### src/rtl/dht11_uart_reporter.sv
// =============================================================================
// dht11_uart_reporter : formats a DHT11 reading as "H=ddd.f T=ddd.f\r\n" on 8N1 UART
// Revision: 1.0
// =============================================================================
`default_nettype none

module dht11_uart_reporter #(
  parameter int          CLK_FREQ         = 50000000,
  parameter int          BAUD             = 115200,
  parameter logic [15:0] FRAME_COUNT_INIT = 16'h0000
) (
  input  logic        clk,
  input  logic        rst,
  input  logic        sample_valid,
  input  logic [7:0]  humidity,
  input  logic [7:0]  humidity_fraction,
  input  logic [7:0]  temp,
  input  logic [7:0]  temp_fraction,
  output logic        uart_tx,
  output logic        busy,
  output logic        dropped,
  output logic [15:0] frame_count
);

  localparam int CLKS_PER_BIT = CLK_FREQ / BAUD;
  localparam int CNT_W        = (CLKS_PER_BIT > 1) ? $clog2(CLKS_PER_BIT) : 1;
  localparam int STOP_EARLY_I = (CLKS_PER_BIT >= 2) ? CLKS_PER_BIT - 2 : 0;
  localparam logic [CNT_W-1:0] BIT_LAST   = CNT_W'(CLKS_PER_BIT - 1);
  localparam logic [CNT_W-1:0] STOP_EARLY = CNT_W'(STOP_EARLY_I);
  localparam logic [4:0]       LAST_BYTE  = 5'd16;

  typedef enum logic [2:0] {
    IDLE    = 3'd0,
    CONVERT = 3'd1,
    LOAD    = 3'd2,
    START   = 3'd3,
    DATA    = 3'd4,
    STOP    = 3'd5
  } state_t;

  state_t            state_q, state_d;
  logic [7:0]        hum_q, hum_d, hum_frac_q, hum_frac_d;
  logic [7:0]        tmp_q, tmp_d, tmp_frac_q, tmp_frac_d;
  logic [11:0]       hbcd_q, hbcd_d, tbcd_q, tbcd_d;
  logic [3:0]        hf_q, hf_d, tf_q, tf_d;
  logic [4:0]        byte_idx_q, byte_idx_d;
  logic [2:0]        bit_idx_q, bit_idx_d;
  logic [CNT_W-1:0]  cnt_q, cnt_d;
  logic [7:0]        sh_q, sh_d;
  logic              tx_q, tx_d, busy_q, busy_d, dropped_q, dropped_d;
  logic [15:0]       frame_count_q, frame_count_d;
  logic [7:0]        ch;

  function automatic logic [11:0] to_bcd(input logic [7:0] v);
    logic [11:0] b;
    b = 12'd0;
    for (int i = 7; i >= 0; i--) begin
      if (b[3:0] >= 4'd5) b[3:0] = b[3:0] + 4'd3;
      if (b[7:4] >= 4'd5) b[7:4] = b[7:4] + 4'd3;
      b = {b[10:0], v[i]};
    end
    return b;
  endfunction

  always_comb begin
    ch = 8'h0A;
    case (byte_idx_q)
      5'd0:    ch = 8'h48;
      5'd1:    ch = 8'h3D;
      5'd2:    ch = {4'h3, hbcd_q[11:8]};
      5'd3:    ch = {4'h3, hbcd_q[7:4]};
      5'd4:    ch = {4'h3, hbcd_q[3:0]};
      5'd5:    ch = 8'h2E;
      5'd6:    ch = {4'h3, hf_q};
      5'd7:    ch = 8'h20;
      5'd8:    ch = 8'h54;
      5'd9:    ch = 8'h3D;
      5'd10:   ch = {4'h3, tbcd_q[11:8]};
      5'd11:   ch = {4'h3, tbcd_q[7:4]};
      5'd12:   ch = {4'h3, tbcd_q[3:0]};
      5'd13:   ch = 8'h2E;
      5'd14:   ch = {4'h3, tf_q};
      5'd15:   ch = 8'h0D;
      default: ch = 8'h0A;
    endcase
  end

  always_comb begin
    state_d       = state_q;
    hum_d         = hum_q;
    hum_frac_d    = hum_frac_q;
    tmp_d         = tmp_q;
    tmp_frac_d    = tmp_frac_q;
    hbcd_d        = hbcd_q;
    tbcd_d        = tbcd_q;
    hf_d          = hf_q;
    tf_d          = tf_q;
    byte_idx_d    = byte_idx_q;
    bit_idx_d     = bit_idx_q;
    cnt_d         = cnt_q + 1'b1;
    sh_d          = sh_q;
    tx_d          = tx_q;
    frame_count_d = frame_count_q;
    dropped_d     = sample_valid & busy_q;

    case (state_q)
      IDLE: begin
        tx_d  = 1'b1;
        cnt_d = '0;
        if (sample_valid) begin
          hum_d      = humidity;
          hum_frac_d = humidity_fraction;
          tmp_d      = temp;
          tmp_frac_d = temp_fraction;
          state_d    = CONVERT;
        end
      end
      CONVERT: begin
        hbcd_d     = to_bcd(hum_q);
        tbcd_d     = to_bcd(tmp_q);
        hf_d       = (hum_frac_q > 8'd9) ? 4'd9 : hum_frac_q[3:0];
        tf_d       = (tmp_frac_q > 8'd9) ? 4'd9 : tmp_frac_q[3:0];
        byte_idx_d = 5'd0;
        state_d    = LOAD;
      end
      LOAD: begin
        sh_d    = ch;
        tx_d    = 1'b0;
        cnt_d   = '0;
        state_d = START;
      end
      START: begin
        if (cnt_q == BIT_LAST) begin
          tx_d      = sh_q[0];
          sh_d      = {1'b0, sh_q[7:1]};
          bit_idx_d = 3'd0;
          cnt_d     = '0;
          state_d   = DATA;
        end
      end
      DATA: begin
        if (cnt_q == BIT_LAST) begin
          cnt_d = '0;
          if (bit_idx_q == 3'd7) begin
            tx_d    = 1'b1;
            state_d = STOP;
          end else begin
            tx_d      = sh_q[0];
            sh_d      = {1'b0, sh_q[7:1]};
            bit_idx_d = bit_idx_q + 3'd1;
          end
        end
      end
      STOP: begin
        // Leave one cycle early for non-final bytes: the LOAD cycle completes the stop bit.
        if (byte_idx_q == LAST_BYTE) begin
          if (cnt_q == BIT_LAST) begin
            frame_count_d = frame_count_q + 16'd1;
            state_d       = IDLE;
          end
        end else if (cnt_q == STOP_EARLY) begin
          byte_idx_d = byte_idx_q + 5'd1;
          state_d    = LOAD;
        end
      end
      default: begin
        tx_d    = 1'b1;
        state_d = IDLE;
      end
    endcase

    busy_d = (state_d != IDLE);
  end

  always_ff @(posedge clk or posedge rst) begin
    if (rst) begin
      state_q       <= IDLE;
      hum_q         <= '0;
      hum_frac_q    <= '0;
      tmp_q         <= '0;
      tmp_frac_q    <= '0;
      hbcd_q        <= '0;
      tbcd_q        <= '0;
      hf_q          <= '0;
      tf_q          <= '0;
      byte_idx_q    <= '0;
      bit_idx_q     <= '0;
      cnt_q         <= '0;
      sh_q          <= '0;
      tx_q          <= 1'b1;
      busy_q        <= 1'b0;
      dropped_q     <= 1'b0;
      frame_count_q <= FRAME_COUNT_INIT;
    end else begin
      state_q       <= state_d;
      hum_q         <= hum_d;
      hum_frac_q    <= hum_frac_d;
      tmp_q         <= tmp_d;
      tmp_frac_q    <= tmp_frac_d;
      hbcd_q        <= hbcd_d;
      tbcd_q        <= tbcd_d;
      hf_q          <= hf_d;
      tf_q          <= tf_d;
      byte_idx_q    <= byte_idx_d;
      bit_idx_q     <= bit_idx_d;
      cnt_q         <= cnt_d;
      sh_q          <= sh_d;
      tx_q          <= tx_d;
      busy_q        <= busy_d;
      dropped_q     <= dropped_d;
      frame_count_q <= frame_count_d;
    end
  end

  assign uart_tx     = tx_q;
  assign busy        = busy_q;
  assign dropped     = dropped_q;
  assign frame_count = frame_count_q;

endmodule

`default_nettype wire

### config.mk
export PLATFORM = sky130hd
export DESIGN_NAME = dht11_uart_reporter
export DESIGN_NICKNAME = d
export VERILOG_FILES = /design/src/rtl/dht11_uart_reporter.sv
export SDC_FILE = /design/constraint.sdc
export NUM_CORES = 1
export LEC_CHECK = 0
export CORE_MARGIN = 1.5
export CORE_UTILIZATION = 45
export DETAILED_ROUTE_END_ITERATION = 10
export SETUP_SLACK_MARGIN = 0.4
export SLEW_MARGIN = 10
export SYNTH_ARGS = -nofsm -noshare
export SYNTH_HDL_FRONTEND = slang
export SYNTH_SLANG_ARGS = --single-unit
### constraint.sdc
create_clock -name clk -period 12.2 [get_ports clk]
set_input_delay 2.44 -clock clk [delete_from_list [all_inputs] [get_ports clk]]
set_output_delay 2.44 -clock clk [all_outputs]
set_load 0.01 [all_outputs]
==> run summary <==
• finished clean — outcome
• 123.7 microns — y dimension of the die
• 23520 microns — first-pass GRT wire length
• 0 — Yosys warning count
• 0 — max-cap check violation count
• 0 — number of antenna violations at the first check in global routing
• 46.67% — starting density of the core
• 0 — ANT cells
• 5.06 ns — critical path data arrival time
• 6554 sq um — netlist area before placement
• done — CTS tree
• 0 — Detail Route Antenna Nets
• 106 — number of sinks handled by clock tree synthesis
• tbcd_q[0] — hold path endpoint
• 14040 sq um — core area
• 9.443 sq um — mean cell area of the mapped netlist
• flop to flop — startpoint-to-endpoint class of the critical path
• 15300 sq um — die area
• 0.07 ns — Clock transition at path regs
• 0 — hold buffer count at CTS
• 31.90% — switching fraction of total power
• tbcd_q[0] — hold path start
• 14030 microns — sum of routed wire length over all layers
• 694 — instance count of the mapped netlist
• 0 — max-slew violation count
• 19.30% — GRT Resource Usage Total
• 793 — nets@finish
• 82 — Distinct cells, synth
• 128.4 nW/um^2 — total power divided by cell area
• 0.3088 mW — Switch Pwr
• 3.232 nW — leakage power
• no — RSZ-0062 raised after global routing
• 39.50% — period utilization
• 0.008696 ns — Clock Skews
• 0 — post-cts resize count
• hbcd_q[8] — Critical R2R Capture
• 18 — FF-to-FF path depth
• hum_q[6] — worst r2r src
• 0.6592 mW — Pint
• 31.4% — fraction of power consumed by the clock network
• 306 — First DRT Iteration DRCs
• 15.01% — layout-stage area growth over the synthesis result
• 0 — Setup-failing EPs final
• 11.38% — ratio of cells with drive above 1 in the final layout
• 12.44 ns — data required time of the worst path
• 33.67% — remaining max-slew budget at the tightest pin
• 106 — number of synthesized register bits
• 10060 microns — Detailed Place HPWL
• 0 — Post-synth EDFFs
• 2 — Hold Path Depth
• 0 ns — accumulated negative setup slack
• sky130_fd_sc_hd__dfrtp_1 — primary flip-flop cell chosen by synthesis mapping
• 11 — maximum net fanout on the critical path
• 2 — clock tree buffer depth
• 55 — pin count of the biggest net entering global routing
• 9 — number of buffers created by CTS
• 7.38 ns — reg-to-reg setup timing slack
• flop — element type at the critical path end
• 15.28 microns — final routed wire length divided by cell count
• 0.36 ns — later-pin clock latency in the skew report
• 53.68% — post-layout util
• flop — kind of start point of the critical path
• 754 — synthesized netlist net count
• 100.0% — FFs w/ async S/R, synth
• 0.9845 ns — transition time of the tightest slew-check pin
• 0 — total congestion overflow
• 105 x sky130_fd_sc_hd__dfrtp_1, 75 x sky130_fd_sc_hd__nand2_1, 60 x sky130_fd_sc_hd__nor2_1 — commonest non-fill, non-tap cells in the layout
• 0 — Hold Vio Cnt, Final
• 53 — number of port buffers
• 0.8853 — routability-driven placement congestion ratio
• 5.622 — mean number of vias per cell
• 4929 — via count of the first global-routing pass
• 26.4% — relative contribution of combinational cells to total power
• flop to flop — type of the worst min-delay path
• 4.819 ns — final worst path period need
• 123.7 microns — floorplan die width
• sky130_fd_sc_hd__dfrtp_1 — most frequent standard cell in the layout excluding fill and tap cells
• 3 — H-tree lvl count
• 207.5 MHz — maximum achievable frequency
• 43 — number of standard-cell rows in the floorplan
• 0 — number of post-CTS setup repair buffers
• 6 — 1st-pass router iterations
• 40.49% — proportion of synthesized chip area in sequential cells
• sky130_fd_sc_hd__clkbuf_16 — clock root buffer
• 5161 — total number of vias
• 54 — I/O pin count
• 0 — residual DRC count
• 0.06818 mV — VDD IR max
• 42.2% — portion of total power attributed to sequential cells
[worst max-delay path by stage]
stage / startpoint / endpoint / depth (start not counted)
after floorplan: rst / bit_idx_q[0] / 1
after global placement: hum_q[6] / hbcd_q[8] / 18
after detailed placement: hum_q[6] / hbcd_q[8] / 18
after CTS: hum_q[6] / hbcd_q[8] / 18
after global routing: hum_q[6] / hbcd_q[8] / 18
final: hum_q[6] / hbcd_q[8] / 18
[through the flow]
stage	instances	hold slack [ns]	power, mW	worst slack [ns]	area [sq um]
after floorplan	694	0.4348	0.6101	6.973	6554
after global placement	902	0.4533	0.6644	7.595	7229
after detailed placement	902	0.4582	0.6702	7.426	7229
after CTS	918	0.4845	0.9773	7.387	7537
after global routing	918	0.4968	1.022	6.967	7537
final	918	0.4791	0.9680	7.381	7537
[cells by family after synthesis]
family / after synthesis / synth area share (%)
buffers and inverters: 65 / 3.990
adder cells (fa/ha/maj): 26 / 4.945
flip-flops: 106 / 40.49
XOR/XNOR: 33 / 4.754
multiplexers: 48 / 8.686
AND/OR/NAND/NOR: 239 / 17.77
AO/OA/AOI/OAI: 177 / 19.36
[registers in the layout, indices dropped and copies added (netlist names), 4 cells and up]
register	cells
tbcd_q	10
hum_q	8
hf_q	4
tf_q	4
tmp_frac_q	8
cnt_q	9
sh_q	7
hbcd_q	10
byte_idx_q	5
hum_frac_q	8
frame_count	16
tmp_q	8
[synthesized netlist by cell type (all sizes together) (3+ instances only)]
cell type	number	area, sq um
a31oi	7	80.07
nor4	4	25.02
o21ai	57	296.5
o22ai	4	25.02
or4b	3	37.54
mux2	29	330.3
nand2	75	281.5
xor2	8	70.07
ha	25	312.8
inv	34	127.6
o21a	4	30.03
a22oi	6	55.05
nor4b	3	26.28
a22o	7	61.31
and2	8	52.55
xnor2	25	241.5
and3	11	68.82
a32o	3	30.03
nand3	21	110.1
and4	4	35.03
dfrtp	105	2628
buf	6	40.04
a21boi	3	22.52
o31ai	4	30.03
o211a	4	40.04
nor2	61	231.5
nor3	17	85.08
o22a	3	26.28
a2111oi	3	32.53
nand2b	8	50.05
mux2i	18	216.5
nor2b	11	68.82
o211ai	6	45.04
o221ai	3	26.28
a21oi	28	140.1
a21o	4	30.03
nand4	6	37.54
a211oi	11	95.09
o311ai	3	26.28
clkbuf	25	93.84
[area by class of cell]
| class | count | area [sq um] |
|---|---|---|
| inverter | 34 | 130.1 |
| clock buffer | 9 | 225.2 |
| tap | 180 | 225.2 |
| fill | 1286 | 6505 |
| timing repair buffer | 59 | 575.6 |
| multi-input combinational | 523 | 3645 |
| clock inverter | 7 | 82.58 |
| sequential | 106 | 2654 |
[critical path, stage by stage, from the launching register on]
cell,delay [ns]
sky130_fd_sc_hd__dfrtp_1,0.44
sky130_fd_sc_hd__inv_1,0.11
sky130_fd_sc_hd__ha_1,0.21
sky130_fd_sc_hd__o21bai_1,0.07
sky130_fd_sc_hd__mux2_2,0.31
sky130_fd_sc_hd__ha_1,0.24
sky130_fd_sc_hd__nand2b_1,0.12
sky130_fd_sc_hd__or4b_4,0.48
sky130_fd_sc_hd__a221oi_1,0.43
sky130_fd_sc_hd__inv_1,0.18
sky130_fd_sc_hd__ha_1,0.25
sky130_fd_sc_hd__nand2b_1,0.14
sky130_fd_sc_hd__nand2_1,0.07
sky130_fd_sc_hd__mux2i_1,0.58
sky130_fd_sc_hd__ha_1,0.40
sky130_fd_sc_hd__inv_1,0.12
sky130_fd_sc_hd__o21ai_0,0.10
sky130_fd_sc_hd__a31o_1,0.22
sky130_fd_sc_hd__a32o_1,0.25
[power groups by stage]
stage               clock network, mW  registers, mW  logic [mW]
floorplan                           0          0.402       0.208
global placement                    0          0.415       0.249
detailed placement                  0          0.417       0.254
CTS                             0.312          0.410       0.256
global route                    0.324          0.413       0.285
finish                          0.304          0.409       0.255
[routing by layer]
| layer | part of all wire (%) | wire, microns | GRT usage (%) | vias to the layer above |
|---|---|---|---|---|
| li1 | - | - | - | 2572 |
| met2 | 49 | 6832 | 32.32 | 89 |
| met3 | 2.9 | 403 | 3.709 | 7 |
| met5 | 0 | 0 | 0 | - |
| met1 | 48 | 6675 | 25.91 | 2493 |
| met4 | 0.84 | 118 | 4.454 | 0 |
Note: power is estimated with default switching activity, not from simulation.
